===== src/rtl/mux41_rr_arbiter_if.sv =====
// Bus between four requesters and the round-robin mux arbiter.
// Handshake: a requester raises req[k] and holds it high as a level for as
// long as it needs the mux. The arbiter answers with gnt[k] one cycle later
// at the earliest. The requester owns the mux while gnt[k]=1. Lowering req[k]
// releases the mux, or withdraws the request if the grant has not yet been
// given. s is the select of the shared mux and equals the owner's index
// whenever busy=1.
interface mux41_rr_arbiter_if;
  logic [3:0] req;
  logic [3:0] gnt;
  logic [1:0] s;
  logic       busy;

  modport master (output req, input gnt, s, busy);
  modport slave  (input req, output gnt, s, busy);
endinterface


===== src/rtl/mux41_rr_arbiter.sv =====
// Round-robin arbiter that shares one 4:1 mux between four requesters.
// The grant is registered and one-hot, and s drives the mux select directly.
// A tenure lasts at most MAX_HOLD cycles while other requesters are waiting.
// dbg_state reports the FSM state: 0 = IDLE, 1 = GRANT.
module mux41_rr_arbiter #(
  parameter int MAX_HOLD = 4
) (
  input  logic                clk,
  input  logic                rst,
  mux41_rr_arbiter_if.slave   bus,
  output logic                dbg_state
);

  localparam int HW = $clog2(MAX_HOLD + 1);
  localparam logic [HW-1:0] HOLD_MAX = HW'(MAX_HOLD);
  localparam logic [HW-1:0] HOLD_ONE = HW'(1);

  typedef enum logic {IDLE = 1'b0, GRANT = 1'b1} state_t;

  state_t        state;
  logic [3:0]    gnt_q;
  logic [1:0]    s_q;
  logic          busy_q;
  logic [1:0]    last;
  logic [HW-1:0] hold_cnt;

  logic [3:0]    owner_oh;
  logic [3:0]    others;
  logic [1:0]    idle_win;
  logic [1:0]    next_win;

  // Circular search starting at from+1. The requester at 'from' is reached
  // only on wrap-around, as the last candidate.
  function automatic logic [1:0] pick(input logic [3:0] r, input logic [1:0] from);
    logic [1:0] w;
    logic [1:0] idx;
    logic       found;
    w     = from;
    found = 1'b0;
    for (int i = 1; i <= 4; i++) begin
      idx = from + 2'(i);
      if (!found && r[idx]) begin
        w     = idx;
        found = 1'b1;
      end
    end
    return w;
  endfunction

  // Winner candidates: from IDLE, search after the last owner. While granted,
  // search after the current owner, among the other requesters only.
  always_comb begin
    owner_oh = 4'(1) << s_q;
    others   = bus.req & ~owner_oh;
    idle_win = pick(bus.req, last);
    next_win = pick(others, s_q);
  end

  // Arbitration FSM with registered grant, select and busy.
  always_ff @(posedge clk or posedge rst) begin
    if (rst) begin
      state    <= IDLE;
      gnt_q    <= 4'b0000;
      s_q      <= 2'b00;
      busy_q   <= 1'b0;
      last     <= 2'd3;
      hold_cnt <= '0;
    end else begin
      case (state)
        IDLE: begin
          if (|bus.req) begin
            gnt_q    <= 4'(1) << idle_win;
            s_q      <= idle_win;
            busy_q   <= 1'b1;
            last     <= idle_win;
            hold_cnt <= HOLD_ONE;
            state    <= GRANT;
          end
        end
        GRANT: begin
          if (!bus.req[s_q] || (hold_cnt == HOLD_MAX)) begin
            if (|others) begin
              // Release or preemption with others waiting: hand over without a gap.
              gnt_q    <= 4'(1) << next_win;
              s_q      <= next_win;
              last     <= next_win;
              hold_cnt <= HOLD_ONE;
            end else if (!bus.req[s_q]) begin
              // Released and nobody waiting: go idle; s keeps the last owner.
              gnt_q    <= 4'b0000;
              busy_q   <= 1'b0;
              hold_cnt <= '0;
              state    <= IDLE;
            end
            // Otherwise sole requester at the limit: keep it, counter saturates.
          end else begin
            hold_cnt <= hold_cnt + HOLD_ONE;
          end
        end
        default: state <= IDLE;
      endcase
    end
  end

  assign bus.gnt   = gnt_q;
  assign bus.s     = s_q;
  assign bus.busy  = busy_q;
  assign dbg_state = (state == GRANT);

endmodule


===== src/flat_wrapper.sv =====
// flat-port wrapper written by rule: the top's interface ports become plain ports
module mux41_rr_arbiter_flat 
#(
  parameter int MAX_HOLD = 4
)
  (clk, rst, dbg_state, bus_req, bus_gnt, bus_s, bus_busy);
  mux41_rr_arbiter_if bus_i ();
  input  logic clk;
  input  logic rst;
  output logic dbg_state;
  input wire logic [$bits(bus_i.req)-1:0] bus_req;
  output wire logic [$bits(bus_i.gnt)-1:0] bus_gnt;
  output wire logic [$bits(bus_i.s)-1:0] bus_s;
  output wire logic [$bits(bus_i.busy)-1:0] bus_busy;
  assign bus_i.req = bus_req;
  assign bus_gnt = bus_i.gnt;
  assign bus_s = bus_i.s;
  assign bus_busy = bus_i.busy;
  mux41_rr_arbiter #(.MAX_HOLD(MAX_HOLD)) u_core (.clk(clk), .rst(rst), .bus(bus_i), .dbg_state(dbg_state));
endmodule

===== config.mk =====
export PLATFORM = sky130hd
export DESIGN_NAME = mux41_rr_arbiter_flat
export DESIGN_NICKNAME = d
export VERILOG_FILES = /design/src/rtl/mux41_rr_arbiter_if.sv /design/src/rtl/mux41_rr_arbiter.sv /design/src/flat_wrapper.sv
export SDC_FILE = /design/constraint.sdc
export NUM_CORES = 1
export LEC_CHECK = 0
export BUFFER_PORTS_ARGS = -buffer_cell sky130_fd_sc_hd__clkbuf_2
export CORE_AREA = 4 4 61 49
export CTS_CLUSTER_SIZE = 16
export DETAILED_ROUTE_END_ITERATION = 8
export DIE_AREA = 0 0 65 53
export GPL_TIMING_DRIVEN = 0
export PLACE_DENSITY = 0.74
export SLEW_MARGIN = 20
export SYNTH_ARGS = -nofsm -noshare
export SYNTH_HDL_FRONTEND = slang
export SYNTH_SLANG_ARGS = --single-unit

===== constraint.sdc =====
create_clock -name clk -period 2.6 [get_ports clk]
set_clock_uncertainty 0.15 [all_clocks]
set_input_delay 0.26 -clock clk [delete_from_list [all_inputs] [get_ports clk]]
set_output_delay 0.26 -clock clk [all_outputs]
set_load 0.03 [all_outputs]

==> results.md <==
* Worst slew margin at 0.608
* GRT overflow at 0
* Die W at 65 um
* Die Y at 53 um
* Clock transition at path regs at 0.08 ns
* #FFs+latches synth at 13
* Die area at 0.00345 mm2
* Critical Path RT at 2.62 ns
* Critical path class: reg2reg
* N_diodes at 0
* PwrDens at 1480 mW/mm2
* Min-delay worst type: reg2reg
* # IOs at 14
* Number of global-route vias before repair at 1077
* Top area cells in the synthesized netlist: dfrtp_1, ha_1, o21ai_0
* Static Leak at 0.698 nW
* Critical path's slowest cell: dfrtp_2
* GR Util All Layers at 0.190
* Top FF cell, synth: dfrtp_1
* Detailed Route WL at 3090 um
* Gpl congestion at 0.939
* Initial antenna violation count at 0
* Rows at 16
* Layout net count at 191
* Share of the synthesized area in the top cell type at 0.226
* RSZ-0062 raised after global routing: true
* Worst path max stage delay at 0.40 ns
* Num Clock Sinks at 13
* Fillers at 211
* Mapped Avg Cell Area at 8.17 um2
* Drt wl/cell at 14.4 um
* 1st-pass router iterations at 4
* Total design power at 2.35 mW
* CP arrival at 2.54 ns
* Final setup vio count at 0
* Final Util at 0.644
* CTS H-tree lvls at 1
* Largest net degree at the start of global routing at 14
* Yosys top cell by area: dfrtp_1
* Worst-path fanout max at 10
* Endpoint class of the critical path: flip-flop
* Status: completed
* Worst-Margin Slew at 0.587 ns
* Skew-Pair Late Insertion Delay at 0.28 ns
* Final Hold Fails at 0
* Post-route antenna net violation count at 0
* Count leader, synth: nand2_1
* Top Family by Delay on Critical Path: buffers and inverters
* HPWL after DPL at 2230 um
* VDD IR max at 686 uV
* Global-route wire length before repair at 5030 um
* Syn Nets at 161
* Via Count at 1245
* Worst-case clock buffer depth at 2
* Final min period at 2.51 ns
* EDFF count, synth at 0
* DRC errors left at 0
* Max Cap Viol at 0
* Post-synth top cells: nand2_1, o21ai_0, nor2_1
* Area Growth Syn to Fin at 30.2%
* IO buf count at 12
* Core Area at 0.00246 mm2
* Vias per cell at 5.82
* Netlist Area Pre-Place at 0.00122 mm2
* Clock buffers created by TritonCTS at 3
* CTS Root Cell: clkbuf_4
* Post-Syn Instances at 149
* Starting density of the core at 0.494
* Crit-path cells: buf_6 -> clkinv_8 -> ha_4 -> buf_8 -> mux2i_4 -> mux2i_2 -> buf_4 -> a21oi_4 -> xnor2_2 -> nor2_1 -> a221o_1
* F_max at 398 MHz
* Final Cycle Share at 0.967
* TritonCTS clock tree: built
* Slew Viols, Final at 0
* Seq/Total Area, Yosys at 0.269
* Asr flop ratio synth at 1.00
* Post-synthesis cell type count at 45
* Share of layout cells above drive strength 1 at 0.292
* DRT iter0 DRCs at 75
* CP Buf/Inv Count at 4
* Synthesis Warnings at 0
* Startpoint Class: flip-flop
-- routing by layer --
layer  GRT usage  wire (um)
met1       0.275       1530
met2       0.290       1390
met3      0.0510        163
met4      0.0211          0
met5           0          0
-- where the power goes --
| group | leakage [nW] | total, mW | switching, mW | internal, mW |
|---|---|---|---|---|
| registers | 0.153 | 0.382 | 0.0700 | 0.312 |
| clock network | 0.0150 | 0.129 | 0.0698 | 0.0597 |
| logic | 0.530 | 1.84 | 0.988 | 0.848 |
-- placed cells by master (no fill, tap or decap), types with 2 or more instances in the layout --
cell type / instances
nand3_1: 2
buf_4: 12
dfstp_2: 2
o22ai_1: 2
nor2_1: 12
inv_1: 8
nor2b_1: 2
a211oi_1: 4
nand2b_1: 5
mux2i_1: 3
clkbuf_4: 3
dfrtp_2: 2
nand2_1: 16
buf_2: 2
ha_4: 2
clkbuf_2: 12
o21ai_0: 14
clkbuf_1: 4
a221o_1: 2
nor3_1: 7
nor3b_1: 2
mux4_1: 2
a21oi_1: 8
dfrtp_1: 9
nand3b_1: 2
ha_1: 4
o31ai_1: 2
nand2b_4: 2
-- state kept, by name, summed over array words and instances (netlist names) --
register          flops
u_core.bus.busy       1
u_core.hold_cnt       3
u_core.bus.s          2
u_core.last           2
u_core.dbg_state      1
u_core.bus.gnt        4
-- worst paths after layout --
path                            slack (ns)                  to               start  cells past startpoint
min in group asynchronous             0.37  u_core.hold_cnt[0]                 rst                      3
worst min register to register        0.34  u_core.hold_cnt[2]  u_core.hold_cnt[2]                      1
worst min-delay path                  0.34  u_core.hold_cnt[2]  u_core.hold_cnt[2]                      1
max in group asynchronous             1.57     u_core.bus.s[0]                 rst                      3
worst max register to register        0.09   u_core.bus.gnt[1]     u_core.bus.s[0]                     11
worst max-delay path                  0.09   u_core.bus.gnt[1]     u_core.bus.s[0]                     11
-- per-stage QoR --
stage               hold slack, ns  worst slack, ns  instances  cell area (um2)  TNS (ns)
finish                       0.338           0.0855        214             1590         0
global route                 0.366         -0.00282        214             1590  -0.00282
CTS                          0.342          0.00261        208             1460         0
detailed placement           0.145           -0.264        197             1360     -1.14
global placement             0.137           -0.271        197             1360     -1.25
floorplan                  -0.0146          0.00551        149             1250         0
-- cell type report --
| class | instances | area (um2) | area share |
|---|---|---|---|
| Multi-Input combinational cell | 119 | 926 | 0.584 |
| Buffer | 7 | 47.5 | 0.0300 |
| Timing Repair Buffer | 25 | 160 | 0.101 |
| Inverter | 10 | 50.0 | 0.0316 |
| Sequential cell | 13 | 330 | 0.208 |
| Clock buffer | 4 | 26.3 | 0.0166 |
| Tap cell | 36 | 45.0 | 0.0284 |
-- what timing repair did --
action                                  4_1_cts  5_1_grt
hold endpoints to repair                     11        0
resized for setup                             7       14
hold buffers                                  1        0
endpoints found under the setup margin        6        7
buffers inserted                              6        6
pin swaps                                     4        6
-- cell families (layout without fill, tap and decap cells) --
family                   count (synthesis)  in the layout  share of synthesized area
AND/OR/NAND/NOR                         58             58                      0.243
AO/OA/AOI/OAI                           45             45                      0.251
buffers and inverters                   17             46                     0.0565
flip-flops                              13             13                      0.269
multiplexers                             9              9                      0.112
adder cells (fa/ha/maj)                  6              6                     0.0617
XOR/XNOR                                 1              1                    0.00720
No activity file was read; power rests on OpenSTA's default activity.
